File: src/rtl/score_to_ascii.sv
// Binary score to two-digit ASCII converter using repeated subtraction, driving a text RAM load port.
// Optional macro SCORE_LEADING_BLANK_EN blanks a leading zero tens digit.
module score_to_ascii #(
   parameter int VALUE_W   = 7,
   parameter int MAX_VALUE = 99
) (
   input  logic               clk,
   input  logic               rst_n,
   input  logic               start,
   input  logic [VALUE_W-1:0] value,
   output logic               busy,
   output logic               load_text,
   output logic [13:0]        text_out,
   output logic               ovf
);

   typedef enum logic [1:0] {IDLE, CONVERT, EMIT} state_t;

   localparam logic [VALUE_W-1:0] MAX_V = VALUE_W'(MAX_VALUE);
   localparam logic [VALUE_W-1:0] TEN   = VALUE_W'(10);

   state_t             state;
   logic [VALUE_W-1:0] rem;
   logic [3:0]         tens;
   logic               ovf_next;
   logic [6:0]         tens_char;
   logic [6:0]         units_char;

   // NOTE: always_comb assigns every output before any conditional override, so no latch is inferred.
   always_comb begin
      tens_char  = 7'h30 + {3'b000, tens};
      units_char = 7'h30 + {3'b000, rem[3:0]};
`ifdef SCORE_LEADING_BLANK_EN
      if (tens == 4'd0) tens_char = 7'h20;
`endif
   end

   assign busy = (state != IDLE);

   // text_out and load_text update on the edge that leaves EMIT, so the strobe and data arrive together.
   always_ff @(posedge clk) begin
      if (!rst_n) begin
         state     <= IDLE;
         // NOTE: datapath registers are reset too, so a discarded conversion leaves no stale state behind.
         rem       <= '0;
         tens      <= '0;
         ovf_next  <= 1'b0;
         load_text <= 1'b0;
         ovf       <= 1'b0;
         text_out  <= {7'h20, 7'h20};
      end else begin
         // NOTE: non-blocking assignments keep every register reading pre-edge values within this block.
         load_text <= 1'b0;
         case (state)
            IDLE: begin
               if (start) begin
                  rem      <= (value > MAX_V) ? MAX_V : value;
                  tens     <= 4'd0;
                  ovf_next <= (value > MAX_V);
                  state    <= CONVERT;
               end
            end
            CONVERT: begin
               if (rem >= TEN) begin
                  rem  <= rem - TEN;
                  tens <= tens + 4'd1;
               end else begin
                  state <= EMIT;
               end
            end
            EMIT: begin
               text_out  <= {tens_char, units_char};
               ovf       <= ovf_next;
               load_text <= 1'b1;
               state     <= IDLE;
            end
            default: state <= IDLE;
         endcase
      end
   end

endmodule
File: config.mk
export PLATFORM = sky130hd
export DESIGN_NAME = score_to_ascii
export DESIGN_NICKNAME = d
export VERILOG_FILES = /design/src/rtl/score_to_ascii.sv
export SDC_FILE = /design/constraint.sdc
export NUM_CORES = 1
export LEC_CHECK = 0
export BUFFER_PORTS_ARGS = -buffer_cell sky130_fd_sc_hd__buf_2
export CORE_MARGIN = 2
export CORE_UTILIZATION = 53
export DETAILED_ROUTE_END_ITERATION = 8
export HOLD_SLACK_MARGIN = 0.15
export PLACE_DENSITY = 0.78
export SETUP_SLACK_MARGIN = 0.5
export SYNTH_ARGS = -nofsm -noshare
export SYNTH_HDL_FRONTEND = slang
export SYNTH_SLANG_ARGS = --single-unit
File: constraint.sdc
create_clock -name clk -period 2.7 [get_ports clk]
set_input_delay 0.405 -clock clk [delete_from_list [all_inputs] [get_ports clk]]
set_output_delay 0.405 -clock clk [all_outputs]
set_load 0.005 [all_outputs]
=== Yosys cells after proc, flatten, opt, wreduce, memory -nomap -nowiden ===
Index checks and enable logic that the tools add are counted.

* Add/sub/neg operators: 4
* Magnitude comparators: 2
* Eq/ne operators: 5
* Muxes and demuxes: 11
* Reductions and logical operators: 6

{| class="wikitable"
|+ Operator list
! kind !! number
|-
| $mux W7 || 3
|-
| $add A6 B4 Y7 const A || 2
|-
| $pmux W7 S2 || 1
|-
| $mux W4 || 2
|-
| $pmux W4 S2 || 1
|-
| $ge A7 B4 Y1 const B || 1
|-
| $gt A7 B7 Y1 const B || 1
|-
| $sub A7 B4 Y7 const B || 1
|-
| $ne A2 B2 Y1 const B || 3
|-
| $add A4 B1 Y4 const B || 1
|-
| $mux W2 || 2
|-
| $pmux W2 S2 || 1
|-
| $reduce_and A2 Y1 || 2
|-
| $reduce_bool A2 Y1 || 2
|-
| $reduce_and A3 Y1 || 1
|-
| $eq A2 B1 Y1 const B || 1
|-
| $eq A2 B2 Y1 const B || 1
|-
| $logic_not A2 Y1 || 1
|-
| $mux W1 || 1
|}

* Bits in registers: 30

=== Depth between registers and ports, before layout ===
Gate-level depths: netlist of the first run.

* Depth after elaboration: 4
* Gate-level depth with buffers: 7
* Gate-level depth less buffers: 6

=== Worst setup path before layout of the first run ===
Ideal clock, no wire load.

* Path type: flip-flop to flip-flop
* From: register rem[1]
* To: register tens[3]
* Library setup time: 0.070 ns
* Data arrival time: 1.508 ns
* Setup slack: 1.122 ns
* Stages on the path, launching flop included: 7
* Buffers on the path: 0
* Path through: dfxtp_1 > inv_1 > ha_1 > and2b_1 > o31ai_4 > or3_1 > a21oi_1

* Longest elaborated chain between the ends: 3

{| class="wikitable"
|+ Ends and longest elaborated chain
! element !! RTL line !! RTL
|-
| from (decl) || 23 || <nowiki>logic [VALUE_W-1:0] rem;</nowiki>
|-
| from (signal assigned) || 57 || <nowiki>rem <= (value > MAX_V) ? MAX_V : value;</nowiki>
|-
| from (signal assigned) || 65 || <nowiki>rem <= rem - TEN;</nowiki>
|-
| $ge A7 B4 Y1 || 64 || <nowiki>if (rem >= TEN) begin</nowiki>
|-
| $ne A2 B2 Y1 (no source line) || n/a ||
|-
| $reduce_and A3 Y1 (no source line) || n/a ||
|-
| to (signal assigned) || 66 || <nowiki>tens <= tens + 4'd1;</nowiki>
|-
| to (decl) || 24 || <nowiki>logic [3:0] tens;</nowiki>
|}

Every way passes these cells.
A chain may end at the register's enable or synchronous reset.

=== Worst setup path after layout of the first run ===
* From: register rem[1]
* To: register rem[2]

* Longest elaborated chain between the ends: 3
* Elaborated cells between the ends (all ways): 6
* Classes of those cells: 1 x add/sub; 1 x order compare; 1 x eq/ne; 2 x mux; 1 x reduce/logical

{| class="wikitable"
|+ Ends and longest elaborated chain
! element !! RTL line
|-
| $sub A7 B4 Y7 / $ge A7 B4 Y1 (equally long branches) || 65, 64
|-
| $mux W7 / $ne A2 B2 Y1 (equally long branches) || n/a
|-
| $pmux W7 S2 / $reduce_and A3 Y1 (equally long branches) || n/a
|}

Several ways; a longest one is shown, not always the timed one. The select of a mux whose other input is x is not followed.

==> reports/metrics.csv, run 1 <==
stage;metric;value;unit
status;status;finished, final reports clean;
clock_network;number of gates resized after cts;0;
timing;RSZ-0062 raised after global routing;false;
final_layout;n_diodes;0;
drt;vias per inst;5.54;
logic_synthesis;Post-Syn Area;1200;µm²
power_and_ir_drop;Power Total;0.881;mW
final_layout;share of layout cells above drive strength 1;22.2;%
floorplan;Core Area;2170;µm²
timing;Slew HR;60.1;%
clock_network;CTS tree;yes;
timing;final hold vios;0;
drt;drt initial violations;23;
grt;first-pass GRT wire length;3.99;mm
clock_network;Setup Fix Bufs, Post-CTS;0;
clock_network;Reg clk slew, reported paths;150;ps
setup_path;CP Launch Point;rem[1];
drt;DRC violations left;0;
placement;# placed instances;186;
setup_path;crit path DAT;2150;ps
logic_synthesis;#FFs+latches synth;25;
min_path;hold path start;value[0];
floorplan;Die ar.;2650;µm²
logic_synthesis;Area contributors post-synth;dfxtp_1, nand2_1, a21oi_1;
logic_synthesis;YS warnings;0;
placement;I/O Buffers;22;
logic_synthesis;Top FF cell, synth;dfxtp_1;
drt;met2 WL;1.19;mm
floorplan;chip height;51.5;µm
grt;pin count of the biggest net entering global routing;20;
clock_network;clk_lat worst skew;320;ps
min_path;Hold WC Path Type;primary input to register;
clock_network;Longest Clk Path Bufs;2;
logic_synthesis;Gate Count Post-Synth;145;
timing;Worst Tran Pin Value;598;ps
floorplan;# rows;17;
drt;DRT met1 WL;1.07;mm
logic_synthesis;post-synth top area cell;dfxtp_1;
timing;setup_tns;0;ps
power_and_ir_drop;P_leak;0.533;nW
placement;GP Congestion;0.848;
final_layout;Final Util;60.4;%
floorplan;Initial Util;55.1;%
placement;Placed Area;1280;µm²
floorplan;io pins;27;
drt;highest metal used;met4;
timing;Tcrit/Tclk final;70.4;%
final_layout;# nets final;175;
timing;fmax;0.526;GHz
setup_path;FF-to-FF Start;rem[1];
clock_network;clock root cell;clkbuf_4;
power_and_ir_drop;Power Density;672;nW/µm²
grt;Overflow after GRT;0;
placement;Final HPWL DP;1.80;mm
logic_synthesis;syn_area_per_cell;8.25;µm²
logic_synthesis;post-synthesis async set-or-reset flop share;0;%
logic_synthesis;share of the synthesized area in the top cell type;41.8;%
clock_network;Clock Sinks;25;
clock_network;H-tree depth;1;
grt;Overall Global Routing Usage;19.7;%
grt;vias in the first global route;949;
setup_path;Setup CP Type;register to register;
timing;clk_skew;17.2;ps
final_layout;fin area;1310;µm²
setup_path;CP Max Fanout;14;
drt;Via Count;1053;
flow_run;number of max-cap violations;0;
final_layout;area delta synth->final;9.62;%
logic_synthesis;Netlist cell types;38;
drt;Avg WL per Cell;12.4;µm
setup_path;Worst EP required;2940;ps
timing;Setup Viol. Count Final;0;
timing;min cycle time layout;1900;ps
power_and_ir_drop;Max IR drop VDD;400;µV
setup_path;Startpoint Class;register;
floorplan;die width;51.5;µm
logic_synthesis;Post-synth EDFFs;0;
logic_synthesis;post-synthesis sequential area ratio;41.8;%
setup_path;Setup crit end kind;register;
drt;Pre-Repair DR Iteration Count;4;
clock_network;total CTS buffers;3;
drt;final wirelength;2.36;mm
clock_network;CTS Hold Bufs;0;
drt;antenna-violating nets left;0;
grt;number of antenna violations at the first check in global routing;0;
final_layout;post-route insts no fill;190;
final_layout;most frequent cells in the layout;nand2_1, dfxtp_1, buf_2;
drt;met3 WL;78;µm
timing;Max Slew Vio Count;0;
[area by class of cell]
cell class | count | area (µm²)
clock inverters | 1 | 7.51
flip-flops and latches | 25 | 500
inverters | 5 | 18.8
well taps | 28 | 35.0
multi-input cells | 106 | 617
fillers | 217 | 858
clock buffers | 3 | 22.5
repair buffers | 22 | 110
[synthesized netlist by cell type, types with 2 or more instances]
library cell and n:
nor2b_1 2, a311oi_1 2, clkbuf_1 5, a21oi_1 18
and2b_1 2, o21ai_0 7, o31ai_1 2, conb_1 2
buf_4 5, o21ai_2 2, nand3_1 2, nor2_1 10
dfxtp_1 25, ha_1 2, and3_1 2, nand2_1 25
inv_1 4, or3_1 4, nor3_1 5
[through the flow]
stage | hold slack, ps | worst slack (ps)
after detailed placement | 445 | 820
after CTS | 335 | 798
after global placement | 440 | 920
after global routing | 394 | 587
after floorplan | 431 | 1120
final | 334 | 798
[sequential cells by signal (all words and copies together) (netlist names)]
signal,flops
ovf_next,1
tens,4
load_text,1
text_out,9
rem,7
ovf,1
state,2
[kinds of logic (layout without fill, tap and decap cells)]
| kind of cell | Yosys count | in the layout | share of synthesized area (%) |
|---|---|---|---|
| multiplexers | 1 | 1 | 0.837 |
| buffers and inverters | 16 | 31 | 7.22 |
| other | 2 | 4 | 0.628 |
| flip-flops | 25 | 25 | 41.8 |
| adder cells (fa/ha/maj) | 2 | 2 | 2.09 |
| AO/OA/AOI/OAI | 42 | 42 | 24.2 |
| AND/OR/NAND/NOR | 57 | 57 | 23.2 |
[critical path, cell delays in order (launching register included)]
cell and delay [ps]:
dfxtp_1 380, inv_1 100, ha_1 150, and2b_1 260, o31ai_4 600, a311oi_1 110
a211oi_1 220
[where the power goes]
group / switching (mW) / internal [mW]
clock network: 0.114 / 0.0565
registers: 0.0403 / 0.407
logic: 0.153 / 0.111
total: 0.307 / 0.575
[routing by layer]
metal,GRT usage (%),vias up
li1,-,530
met1,23.6,499
met2,36.1,20
met3,2.59,4
met4,6.14,0
met5,0,-
[path summary, 6_finish.rpt]
check / end / slack (ps) / depth (start not counted)
setup reg to reg: rem[2] / 800 / 6
hold reg to reg: text_out[7] / 460 / 2
hold / removal: rem[0] / 330 / 3
setup / recovery: rem[2] / 800 / 6
(Power assumes the default switching activity.)
==> run 2: changes to the inputs <==
--- a/config.mk
+++ b/config.mk
@@ -7,10 +7,10 @@
 export LEC_CHECK = 0
 export BUFFER_PORTS_ARGS = -buffer_cell sky130_fd_sc_hd__buf_2
 export CORE_MARGIN = 2
-export CORE_UTILIZATION = 53
+export CORE_UTILIZATION = 47
 export DETAILED_ROUTE_END_ITERATION = 8
 export HOLD_SLACK_MARGIN = 0.15
-export PLACE_DENSITY = 0.78
+export PLACE_DENSITY = 0.74
 export SETUP_SLACK_MARGIN = 0.5
 export SYNTH_ARGS = -nofsm -noshare
 export SYNTH_HDL_FRONTEND = slang
==> constraint.sdc (replaced) <==
create_clock -name clk -period 1.65 [get_ports clk]
set_input_delay 0.2475 -clock clk [delete_from_list [all_inputs] [get_ports clk]]
set_output_delay 0.2475 -clock clk [all_outputs]
set_load 0.005 [all_outputs]
==> run 2 against run 1 <==
  * The run now ends with negative setup slack left
  * Routed wire length grew 9.6%
  * Sequential cell count is the same
  * Final cell count grew 6.3%
  * Sequential share of layout area shrank 3.4 points
  * Non-clock buffer count grew 10
  * Count of clock-buffer cells in the layout is the same
  * Critical path depth shrank 1
  * Register-to-register slack lost 810 ps
  * Utilization shrank 1.2 points
  * Clock skew shrank 9.6 ps
  * First-iteration DRC count shrank 13%
  * Design area grew 11%
==> reports/metrics.csv, run 2 (synthesis results as in run 1) <==
stage;metric;value;unit;change
drt;Via Count;1092;;+3.7%
grt;number of antenna violations at the first check in global routing;0;;unchanged
drt;DRC violations left;0;;unchanged
floorplan;Die ar.;2960;µm²;+12%
floorplan;io pins;27;;unchanged
timing;setup_tns;-8.95;ps;-8.95 ps
grt;layer with the highest usage;met2;;
final_layout;biggest regs;text_out (9), rem (7), tens (4);;
grt;first-pass GRT wire length;3.82;mm;-4.3%
grt;grt met3 use;2.46;%;-0.13 points
drt;vias per inst;5.41;;-2.5%
clock_network;total CTS buffers;3;;unchanged
setup_path;CP Max Fanout;6;;-8
final_layout;most frequent cells in the layout;nand2_1, buf_2, dfxtp_1;;
placement;I/O Buffers;22;;unchanged
final_layout;fill count;232;;+6.9%
grt;vias in the first global route;916;;-3.5%
clock_network;Longest Clk Path Bufs;2;;unchanged
min_path;hold path start;value[0];;
timing;RSZ-0062 raised after global routing;true;;
drt;drt initial violations;20;;-13%
drt;Avg WL per Cell;12.8;µm;+3.1%
timing;min cycle time layout;1660;ps;-243 ps
final_layout;share of layout cells above drive strength 1;36.0;%;+14 points
floorplan;Initial Util;48.7;%;-6.4 points
floorplan;# rows;18;;+1
final_layout;# nets final;185;;+5.7%
setup_path;Setup CP Type;register to register;;
timing;clk_skew;7.68;ps;-9.55 ps
final_layout;Biggest register;text_out;;
timing;Setup Viol. Count Final;1;;+1
grt;grt met1 use;22.5;%;-1.1 points
grt;pin count of the biggest net entering global routing;16;;-20%
final_layout;area delta synth->final;21.5;%;
placement;GP Congestion;0.821;;-3.2%
status;status;complete, but fails checks;;
clock_network;CTS tree;yes;;
drt;final wirelength;2.59;mm;+9.6%
clock_network;Reg clk slew, reported paths;140;ps;about the same
clock_network;Clock Sinks;25;;unchanged
setup_path;Worst EP required;1880;ps;-1060 ps
timing;fmax;0.603;GHz;+15%
grt;M2 GR Usage;30.3;%;-5.8 points
placement;Final HPWL DP;1.87;mm;+4.1%
min_path;Hold WC Path Type;primary input to register;;
final_layout;most common cell after layout, fill and taps aside;nand2_1;;
power_and_ir_drop;Power Density;1110;nW/µm²;+65%
setup_path;FF-to-FF Start;rem[6];;
grt;Overall Global Routing Usage;17.8;%;-1.9 points
clock_network;CTS Hold Bufs;0;;unchanged
floorplan;Core Area;2450;µm²;+13%
drt;Pre-Repair DR Iteration Count;4;;unchanged
setup_path;Setup crit end kind;register;;
grt;Overflow after GRT;0;;unchanged
clock_network;clk_lat worst skew;310;ps;about the same
power_and_ir_drop;Power Total;1.61;mW;+83%
final_layout;n_diodes;0;;unchanged
setup_path;crit path DAT;1890;ps;-260 ps
timing;Max Slew Vio Count;0;;unchanged
timing;final hold vios;0;;unchanged
floorplan;chip height;54.4;µm;+5.7%
flow_run;number of max-cap violations;0;;unchanged
clock_network;H-tree depth;1;;unchanged
status;failing checks;negative setup slack;;
power_and_ir_drop;Max IR drop VDD;565;µV;+41%
final_layout;max FFs per register;9;;unchanged
timing;Tcrit/Tclk final;101;%;+30 points
setup_path;CP Launch Point;rem[6];;
drt;antenna-violating nets left;0;;unchanged
power_and_ir_drop;P_leak;0.592;nW;+11%
floorplan;die width;54.4;µm;+5.7%
setup_path;Startpoint Class;register;;
clock_network;clock root cell;clkbuf_4;;
timing;fin worst setup slack;-8.95;ps;-807 ps
[run 2: worst max-delay path: stages (launching register included)]
cell      delay [ps]
dfxtp_2          350
or4b_4           570
o31ai_4          240
buf_6            170
a311oi_2          50
a211oi_2         190
[run 2: area by class of cell]
type | instances | area (µm²) | area share (%)
Multi-Input combinational cell | 106 | 662 | 45.5
Sequential cell | 25 | 505 | 34.8
Timing Repair Buffer | 32 | 200 | 13.8
Tap cell | 30 | 37.5 | 2.58
Clock buffer | 3 | 22.5 | 1.55
Inverter | 5 | 18.8 | 1.29
Clock inverter | 1 | 7.51 | 0.516
[run 2: timing repair]
action | CTS | global route
setup endpoints to repair | 23 | 24
pin swaps | 3 | 2
buffers inserted | 3 | 1
gates resized for setup | 5 | 14
endpoints found under the hold margin | 0 | 0
[run 2: per-stage QoR]
stage                     utilization [%]  cells  cell area, µm²  hold WS, ps  worst slack (ps)
after floorplan                         -    147            1210          420               135
after global placement               54.3    194            1330          440              45.1
after detailed placement             54.3    194            1330          443             -13.1
after CTS                            56.9    201            1400          195              2.88
after global routing                 59.2    202            1450          214             -48.2
final                                59.2    202            1450          205             -8.95
[run 2: path summary, 6_finish.rpt]
kind / end / slack [ps] / depth (start not counted)
max: rem[2] / -9 / 5
min: rem[0] / 210 / 3
max reg2reg: rem[2] / -9 / 5
min reg2reg: text_out[1] / 460 / 2
[run 2: routing by layer]
layer | vias to the layer above | part of all wire, %
li1 | 553 | -
met1 | 511 | 46
met2 | 26 | 50
met3 | 2 | 4.1
met4 | 0 | 0.39
met5 | - | 0
[run 2: report_power, final]
group,leakage (nW),switching [mW],internal (mW)
Sequential,0.205,0.0527,0.671
Clock,0.0139,0.184,0.0924
Combinational,0.373,0.314,0.294
